`config.mk`:
```
export PLATFORM = sky130hd
export DESIGN_NAME = seq_shift_unit_flat
export DESIGN_NICKNAME = d
export VERILOG_FILES = /design/src/rtl/seq_shift_unit_pkg.sv /design/src/rtl/seq_shift_unit_if.sv /design/src/rtl/seq_shift_unit_step.sv /design/src/rtl/seq_shift_unit.sv /design/src/flat_wrapper.sv
export SDC_FILE = /design/constraint.sdc
export NUM_CORES = 1
export LEC_CHECK = 0
export ABC_AREA = 1
export CORE_MARGIN = 4
export CORE_UTILIZATION = 50
export CTS_BUF_LIST = sky130_fd_sc_hd__clkbuf_8
export CTS_CLUSTER_SIZE = 28
export DETAILED_ROUTE_END_ITERATION = 16
export PLACE_DENSITY_LB_ADDON = 0.2
export SETUP_SLACK_MARGIN = 0.05
export SKIP_LAST_GASP = 1
export SLEW_MARGIN = 20
export SYNTH_ARGS = -nofsm -noshare
export SYNTH_HDL_FRONTEND = slang
export SYNTH_SLANG_ARGS = --single-unit
```
`constraint.sdc`:
```
create_clock -name clk_in -period 1.55 [get_ports clk_in]
set_input_delay 0.31 -clock clk_in [delete_from_list [all_inputs] [get_ports clk_in]]
set_output_delay 0.31 -clock clk_in [all_outputs]
set_load 0.005 [all_outputs]
```
`src/rtl/seq_shift_unit_pkg.sv`:
```
// Shared types for the iterative shift unit: operation codes, FSM states
// and a small decode helper.
package shift_pkg;

    typedef enum logic [2:0] {
        LSR = 3'b000,
        ASR = 3'b001,
        ROR = 3'b010,
        LSL = 3'b100,
        ASL = 3'b101,
        ROL = 3'b110
    } shift_op_t;

    typedef enum logic [1:0] {
        IDLE  = 2'b00,
        SHIFT = 2'b01,
        DONE  = 2'b10
    } fsm_state_t;

    function automatic logic is_asl(input logic [2:0] op);
        return (op == ASL);
    endfunction

endpackage

```
`src/rtl/seq_shift_unit_if.sv`:
```
// Request/response handshake bundle of the iterative shift unit.
interface seq_shift_unit_if #(
    parameter int D_SIZE = 8
);
    localparam int S_W = $clog2(D_SIZE);

    logic                req_valid_in;
    logic                req_ready_out;
    logic [D_SIZE-1:0]   x_in;
    logic [S_W-1:0]      s_in;
    logic [2:0]          op_in;
    logic                resp_valid_out;
    logic                resp_ready_in;
    logic [D_SIZE-1:0]   y_out;
    logic                zf_out;
    logic                vf_out;

    modport master (
        output req_valid_in, x_in, s_in, op_in, resp_ready_in,
        input  req_ready_out, resp_valid_out, y_out, zf_out, vf_out
    );

    modport slave (
        input  req_valid_in, x_in, s_in, op_in, resp_ready_in,
        output req_ready_out, resp_valid_out, y_out, zf_out, vf_out
    );

endinterface

```
`src/rtl/seq_shift_unit_step.sv`:
```
// Single-position shift for one operation, plus the ASL overflow bit of that step.
module shift_step
    import shift_pkg::*;
#(
    parameter int D_SIZE = 8
) (
    input  logic [D_SIZE-1:0] y,
    input  logic [2:0]        op,
    output logic [D_SIZE-1:0] y_next,
    output logic              ovf_step
);

    // One bit position of the selected shift/rotate
    always_comb begin
        y_next   = y;
        ovf_step = 1'b0;
        case (op)
            LSR:           y_next = {1'b0, y[D_SIZE-1:1]};
            ASR:           y_next = {y[D_SIZE-1], y[D_SIZE-1:1]};
            ROR, 3'b011:   y_next = {y[0], y[D_SIZE-1:1]};
            LSL:           y_next = {y[D_SIZE-2:0], 1'b0};
            ASL: begin
                // sign bit stays put; overflow when the bit moving under it differs
                y_next   = {y[D_SIZE-1], y[D_SIZE-3:0], 1'b0};
                ovf_step = y[D_SIZE-2] ^ y[D_SIZE-1];
            end
            ROL, 3'b111:   y_next = {y[D_SIZE-2:0], y[D_SIZE-1]};
            default: begin
                y_next   = y;
                ovf_step = 1'b0;
            end
        endcase
    end

endmodule

```
`src/rtl/seq_shift_unit.sv`:
```
// Iterative handshaked shifter: accepts a command, shifts one position per
// clock, then presents result and flags until the consumer takes them.
module seq_shift_unit
    import shift_pkg::*;
#(
    parameter int D_SIZE = 8
) (
    input  logic             clk_in,
    input  logic             rst_in,
    seq_shift_unit_if.slave  bus
);

    localparam int S_W = $clog2(D_SIZE);

    fsm_state_t          state_r, state_s;
    logic [D_SIZE-1:0]   work_r, work_s;
    logic [2:0]          op_r, op_s;
    logic [S_W-1:0]      cnt_r, cnt_s;
    logic                vacc_r, vacc_s;
    logic                load_out_s;
    logic                req_ready_r;
    logic                resp_valid_r;
    logic [D_SIZE-1:0]   y_r;
    logic                zf_r;
    logic                vf_r;
    logic [D_SIZE-1:0]   step_y_s;
    logic                step_ovf_s;

    shift_step #(.D_SIZE(D_SIZE)) u_step (
        .y        (work_r),
        .op       (op_r),
        .y_next   (step_y_s),
        .ovf_step (step_ovf_s)
    );

    // Next-state and datapath decode
    always_comb begin
        state_s    = state_r;
        work_s     = work_r;
        op_s       = op_r;
        cnt_s      = cnt_r;
        vacc_s     = vacc_r;
        load_out_s = 1'b0;
        case (state_r)
            IDLE: begin
                if (bus.req_valid_in && req_ready_r) begin
                    work_s = bus.x_in;
                    op_s   = bus.op_in;
                    cnt_s  = bus.s_in;
                    vacc_s = 1'b0;
                    if (bus.s_in == {S_W{1'b0}}) begin
                        state_s    = DONE;
                        load_out_s = 1'b1;
                    end else begin
                        state_s = SHIFT;
                    end
                end else begin
                    state_s = IDLE;
                end
            end
            SHIFT: begin
                work_s = step_y_s;
                vacc_s = vacc_r | step_ovf_s;
                cnt_s  = cnt_r - S_W'(1);
                if (cnt_r == S_W'(1)) begin
                    state_s    = DONE;
                    load_out_s = 1'b1;
                end else begin
                    state_s = SHIFT;
                end
            end
            DONE: begin
                if (bus.resp_ready_in && resp_valid_r) begin
                    state_s = IDLE;
                end else begin
                    state_s = DONE;
                end
            end
            default: state_s = IDLE;
        endcase
    end

    // State, working registers and registered outputs
    always_ff @(posedge clk_in) begin
        if (rst_in) begin
            state_r      <= IDLE;
            work_r       <= {D_SIZE{1'b0}};
            op_r         <= 3'b000;
            cnt_r        <= {S_W{1'b0}};
            vacc_r       <= 1'b0;
            req_ready_r  <= 1'b0;
            resp_valid_r <= 1'b0;
            y_r          <= {D_SIZE{1'b0}};
            zf_r         <= 1'b0;
            vf_r         <= 1'b0;
        end else begin
            state_r      <= state_s;
            work_r       <= work_s;
            op_r         <= op_s;
            cnt_r        <= cnt_s;
            vacc_r       <= vacc_s;
            req_ready_r  <= (state_s == IDLE);
            // valid rises one cycle after entering DONE, drops on the handshake edge
            resp_valid_r <= (state_s == DONE) && (state_r == DONE);
            if (load_out_s) begin
                y_r  <= work_s;
                zf_r <= (work_s == {D_SIZE{1'b0}});
                vf_r <= is_asl(op_s) & vacc_s;
            end else begin
                y_r  <= y_r;
                zf_r <= zf_r;
                vf_r <= vf_r;
            end
        end
    end

    assign bus.req_ready_out  = req_ready_r;
    assign bus.resp_valid_out = resp_valid_r;
    assign bus.y_out          = y_r;
    assign bus.zf_out         = zf_r;
    assign bus.vf_out         = vf_r;

endmodule

```
`src/flat_wrapper.sv`:
```
// flat-port wrapper written by rule: the top's interface ports become plain ports
module seq_shift_unit_flat import shift_pkg::*;
#(
    parameter int D_SIZE = 8
)
  (clk_in, rst_in, bus_req_valid_in, bus_x_in, bus_s_in, bus_op_in, bus_resp_ready_in, bus_req_ready_out, bus_resp_valid_out, bus_y_out, bus_zf_out, bus_vf_out);
  seq_shift_unit_if #(.D_SIZE(D_SIZE)) bus_i ();
  input  logic clk_in;
  input  logic rst_in;
  input wire logic [$bits(bus_i.req_valid_in)-1:0] bus_req_valid_in;
  input wire logic [$bits(bus_i.x_in)-1:0] bus_x_in;
  input wire logic [$bits(bus_i.s_in)-1:0] bus_s_in;
  input wire logic [$bits(bus_i.op_in)-1:0] bus_op_in;
  input wire logic [$bits(bus_i.resp_ready_in)-1:0] bus_resp_ready_in;
  output wire logic [$bits(bus_i.req_ready_out)-1:0] bus_req_ready_out;
  output wire logic [$bits(bus_i.resp_valid_out)-1:0] bus_resp_valid_out;
  output wire logic [$bits(bus_i.y_out)-1:0] bus_y_out;
  output wire logic [$bits(bus_i.zf_out)-1:0] bus_zf_out;
  output wire logic [$bits(bus_i.vf_out)-1:0] bus_vf_out;
  assign bus_i.req_valid_in = bus_req_valid_in;
  assign bus_i.x_in = bus_x_in;
  assign bus_i.s_in = bus_s_in;
  assign bus_i.op_in = bus_op_in;
  assign bus_i.resp_ready_in = bus_resp_ready_in;
  assign bus_req_ready_out = bus_i.req_ready_out;
  assign bus_resp_valid_out = bus_i.resp_valid_out;
  assign bus_y_out = bus_i.y_out;
  assign bus_zf_out = bus_i.zf_out;
  assign bus_vf_out = bus_i.vf_out;
  seq_shift_unit #(.D_SIZE(D_SIZE)) u_core (.clk_in(clk_in), .rst_in(rst_in), .bus(bus_i));
endmodule
```
## Word level (Yosys, flattened, before mapping)

Cells that the tools add are included.

- Register bits after elaboration: 29
- Output and inout port bits: 12

- Add/subtract/negate cells: 1
- Equal/unequal tests: 13
- Multiplexer cells: 19
- Bitwise gates (word level): 3
- Reductions and logical operators: 12

Operators with widths:

| cell | count |
|---|---|
| $pmux 8 s6 | 1 |
| $pmux 8 s2 | 1 |
| $eq 3x3->1 const B | 5 |
| $mux 3 | 3 |
| $logic_not 8->1 | 1 |
| $mux 2 | 4 |
| $mux 8 | 1 |
| $eq 3x1->1 const B | 2 |
| $eq 3x2->1 const B | 2 |
| $logic_not 3->1 | 2 |
| $pmux 2 s3 | 1 |
| $pmux 3 s2 | 1 |
| $mux 1 | 5 |
| $eq 2x2->1 const B | 2 |
| $logic_not 2->1 | 2 |
| $pmux 1 s2 | 2 |
| $reduce_or 2->1 | 2 |
| $logic_and 1x1->1 | 3 |
| $sub 3x1->3 const B | 1 |
| $eq 2x1->1 const B | 1 |
| $ne 2x1->1 const B | 1 |
| $reduce_and 2->1 | 1 |
| $reduce_bool 2->1 | 1 |
| $and 1x1->1 | 1 |
| other kinds (2) | 2 |

## Depth between registers and ports, before layout

- Word-level depth: 6
- Mapped depth: 11

## Hierarchy

A second synthesis with hierarchy kept.

- Cells, all modules: 226
- Area, all modules: 1,532.7 um^2

Modules (own cells, without submodules):

| module | times used | cells an instance | area each (um^2) | seq. area each (um^2) |
|---|---|---|---|---|
| seq_shift_unit | 1 | 192 | 1,376.3 | 580.6 |
| shift_step | 1 | 34 | 156.4 | 0.0 |

## Worst setup path after synthesis

OpenSTA, ideal clock, no wires.

- Kind: register to register
- Start: register u_core.req_ready_r (netlist: u_core.bus.req_ready_out)
- End: register u_core.y_r[7] (netlist: u_core.bus.y_out[7])
- Arrival time: 1.275 ns
- Required time: 1.434 ns
- Path slack: 0.158 ns
- Stages on the path, launching flop included: 11
- Buffers on the path: 1
- Cells stage by stage: dfxtp_1 nand2_4 clkinv_4 nand2_8 nor2_8 nor2_4 inv_2 buf_6 nand2_1 o211ai_1 inv_1

- Longest elaborated chain between the ends: 3
- Elaborated cells between the ends (all ways): 5
- Classes of those cells: mux: 4; reduce/logical: 1

Ends and longest elaborated chain:

| element | RTL line | source |
|---|---|---|
| start: declaration | seq_shift_unit.sv:21 | `logic req_ready_r;` |
| start signal: assignment | seq_shift_unit.sv:102 | `req_ready_r <= (state_s == IDLE);` |
| $logic_and 1x1->1 * | seq_shift_unit.sv:46 | `if (bus.req_valid_in && req_ready_r) begin` |
| $mux 8 / $mux 1 (equally long branches) | seq_shift_unit.sv:46 |  |
| $pmux 8 s2 / $pmux 1 s2 (equally long branches) | seq_shift_unit.sv:44 | `case (state_r)` |
| end signal: assignment | seq_shift_unit.sv:93 | `y_r <= {D_SIZE{1'b0}};` |
| end signal: assignment | seq_shift_unit.sv:106 | `y_r <= work_s;` |
| end signal: assignment | seq_shift_unit.sv:110 | `y_r <= y_r;` |
| end: declaration | seq_shift_unit.sv:23 | `logic [D_SIZE-1:0] y_r;` |

Every way passes the cells marked *; elsewhere a longest branch is shown, timed or not.
A chain may end at the register's enable or synchronous reset.

## Worst setup path in the final report

- Start: register u_core.req_ready_r (netlist: u_core.bus.req_ready_out)
- End: output bus_req_ready_out

RTL lines:

| element | RTL line | source |
|---|---|---|
| end: declaration | flat_wrapper.sv:15 | `output wire logic [$bits(bus_i.req_ready_out)-1:0] bus_req_ready_out;` |

No word-level cell between the ends.

==> results.txt <==
The cell with the biggest individual delay on the critical path is clkdlybuf4s50_1. The area added between synthesis and finish is 38.9%. The total negative slack is 0 ps. The multi-input combinational cells in the finished layout cover a total of 881 µm². The netlist area before placement came out at 0.00164 mm². The leakage power is 1.10 nW. Routability-driven placement finished with a final weighted congestion of 0.915. The H-tree depth reported by CTS came out at 2.

For this configuration, the core starts out at a cell density of 0.528. The post-CTS clock slew at the launch and capture registers of the worst setup and hold paths is 60 ps. The number of buffers and inverters on the critical path is 1.

Headroom to the max-slew limit came out at 0.764. The vias after detailed routing is 1,690. The synthesized instance count came out at 246. The number of fill cells came out at 274. The stage delay of the slowest cell on the critical path came out at 510 ps. The post-synthesis cell type count is 30. In the finished design, the share of the clock period the worst path needs comes to 0.940. The synthesis-stage register bit count came out at 29.

The area of the die came out at 0.00426 mm². The overall global routing resource usage came out at 0.222. The final antenna diode count came out at 0. The top cell family by delay on the critical path is buffers and inverters. The wire length of the first global-routing pass is 7300 µm. The total number of clock tree sinks came out at 29. The worst setup path is launched from a flop. Counting instances in the post-synthesis netlist gives the leading cell types as nand2_1, inv_1, nand3_1. The count of hold-fix buffers inserted at cts is 0. The number of buffers created by CTS is 5. For the worst setup path, the data arrival time is 1150 ps. The die extent in x is 65.3 µm. The worst setup path is captured at an output port. In this run the remaining antenna-violating nets after routing total 0. Buffers placed on the I/O ports in this run total 29. The class of the worst hold path is reg -> reg. The count of synthesis-stage warnings from yosys is 0. The critical path is of the reg -> out type.

Setup repair after global routing could not meet its margin everywhere. For this run, the register share of the synthesized area comes to 0.354. The final worst clock skew is 7.13 ps.

The clock latency reported for the late side of the worst-skew pair is 280 ps. For this block, the initial DRC count from the detailed router was 70. Total power for the finished layout comes to 2.24 mW. Summed over all instances, the cell type with the most area after synthesis is dfxtp_1.

The number of global-route vias before repair is 1,700. The post-route minimum period came out at 1460 ps. By instance count, the leading cell after synthesis is nand2_1. By area the synthesized netlist is led by dfxtp_1, nand2_1, nand3_1, inv_1, nor2_1.

Dividing the detail-routed wire length by the instance count gives 11.9 µm. The slew at the pin closest to its max-slew limit came out at 354 ps. The wire-length estimate of the detail-placed layout is 3110 µm. The most frequently used flop master after synthesis is dfxtp_1. The number of pins with negative max-slew slack in the final report is 0. The largest fanout of any net on the critical path came out at 4. Row generation in the floorplan step produced 20 rows. The number of nets in the final layout is 318. Based on the critical path, the design can be clocked at up to 687 MHz.

The area share of the largest cell type after synthesis came out at 0.354. After synthesis, the share of flip-flops with an asynchronous set or reset is 0. The core area is 0.00310 mm². VDD sags by at most 0.577 mV. The final layout contains routed wiring with a total length of 4090 µm. The number of endpoints with negative hold slack in the final report is 0. The clock tree from TritonCTS is done. In the final layout, the share of cells above drive strength 1 is 0.197. The clock tree root driver cell is clkbuf_8.

The number of iterations in the first detailed-routing pass is 4. Entering global routing, the biggest net connects 18 pins. The largest buffer count on any clock path came out at 2. The number of max-capacitance violations reported is 0.

The total setup buffers inserted after CTS is 0. The data required time at the worst endpoint is 1240 ps. The I/O pin total is 30.

The per-instance average area after synthesis came out at 6.66 µm². The detailed-route vias per instance came out at 4.93. The count of endpoints failing setup in the final report came out at 0.

In the routed design, unresolved DRC markers number 0. The die outline height came out at 65.3 µm. The run finished with clean final reports. The combined flip-flop and latch cell area came out at 587 µm².

The post-synth net total is 266. The number of flops mapped to enable cells by yosys is 0. The global route total overflow came out at 0. The power per standard cell area is 982 mW/mm².

The signal on the critical path passes through clkdlybuf4s50_1. The number of antenna violations at the first check in global routing came to 0.
==> kinds of logic (layout without fill, tap and decap cells) <==
| logic type | Yosys count | after routing | share of synthesized area |
|---|---|---|---|
| AO/OA/AOI/OAI | 32 | 32 | 0.119 |
| adder cells (fa/ha/maj) | 2 | 2 | 0.0153 |
| buffers and inverters | 48 | 101 | 0.128 |
| flip-flops | 29 | 29 | 0.354 |
| AND/OR/NAND/NOR | 135 | 135 | 0.383 |
==> metrics by stage <==
| stage | worst slack (ps) | cell area (µm²) | hold WS, ps | util | std cells |
|---|---|---|---|---|---|
| global route | 41.1 | 2280 | 520 | 0.733 | 343 |
| global placement | -352 | 2130 | 470 | 0.688 | 335 |
| detailed placement | -362 | 2130 | 465 | 0.688 | 335 |
| finish | 93.8 | 2280 | 479 | 0.733 | 343 |
| CTS | 55.6 | 2250 | 478 | 0.724 | 343 |
| floorplan | 158 | 1640 | 448 | - | 246 |
==> routing by layer <==
| layer | wire (µm) | GRT usage | vias to the layer above |
|---|---|---|---|
| li1 | - | - | 886 |
| met1 | 1910 | 0.279 | 743 |
| met2 | 1850 | 0.359 | 52 |
| met3 | 233 | 0.0615 | 9 |
| met4 | 87 | 0.0855 | 0 |
| met5 | 0 | 0 | - |
==> power by group <==
part           internal (mW)  leakage (nW)  switching (mW)
sequential             0.819         0.238          0.0784
clock                  0.400        0.0542           0.281
combinational          0.307         0.805           0.351
total                   1.53          1.10           0.710
==> final timing paths <==
check / cells past startpoint / slack (ps) / from / endpoint
min: 2 / 480 / u_core.vacc_r$_SDFF_PP0_ / u_core.vacc_r$_SDFF_PP0_
max: 1 / 90 / u_core.bus.req_ready_out$_SDFF_PP0_ / bus_req_ready_out
max reg2reg: 8 / 140 / u_core.state_r[1]$_SDFF_PP0_ / u_core.bus.vf_out$_SDFFE_PP0P_
min reg2reg: 2 / 480 / u_core.vacc_r$_SDFF_PP0_ / u_core.vacc_r$_SDFF_PP0_
==> layout by cell type (no fill, tap or decap), types with 3 or more instances in the layout <==
| cell type | n |
|---|---|
| a21oi_1 | 5 |
| a21oi_2 | 3 |
| a31oi_1 | 5 |
| buf_4 | 22 |
| clkbuf_8 | 7 |
| clkdlybuf4s50_1 | 28 |
| dfxtp_1 | 24 |
| dfxtp_2 | 5 |
| inv_1 | 36 |
| nand2_1 | 63 |
| nand2_2 | 3 |
| nand3_1 | 33 |
| nor2_1 | 21 |
| nor2_2 | 3 |
| nor2_4 | 5 |
| o211ai_1 | 5 |
| o21ai_0 | 7 |
==> worst register-to-register path, stage by stage (launching register included) <==
cell,delay [ps]
dfxtp_2,360
nor2_4,220
nand2_8,100
buf_12,140
o21ai_0,240
nand3_1,110
nor2_1,90
nand2_1,50
nand2_1,50
==> registers in the layout (all words and copies together) (netlist names) <==
register,cells
u_core.bus.resp_valid_out,1
u_core.bus.zf_out,1
u_core.op_r,3
u_core.bus.y_out,8
u_core.vacc_r,1
u_core.cnt_r,3
u_core.work_r,8
u_core.bus.vf_out,1
u_core.state_r,2
u_core.bus.req_ready_out,1
==> area by class of cell <==
cell class                 instances  area share
tap                               44      0.0242
clock buffer                       7      0.0423
inverter                          40      0.0693
timing repair buffer              53       0.217
sequential                        29       0.258
clock inverter                     1     0.00220
multi-input combinational        169       0.387
==> timing repair <==
action | CTS | global route
pin swaps | 0 | 2
endpoints found under the setup margin | 10 | 10
gates resized for setup | 5 | 12
No activity file was read; power rests on OpenSTA's default activity.
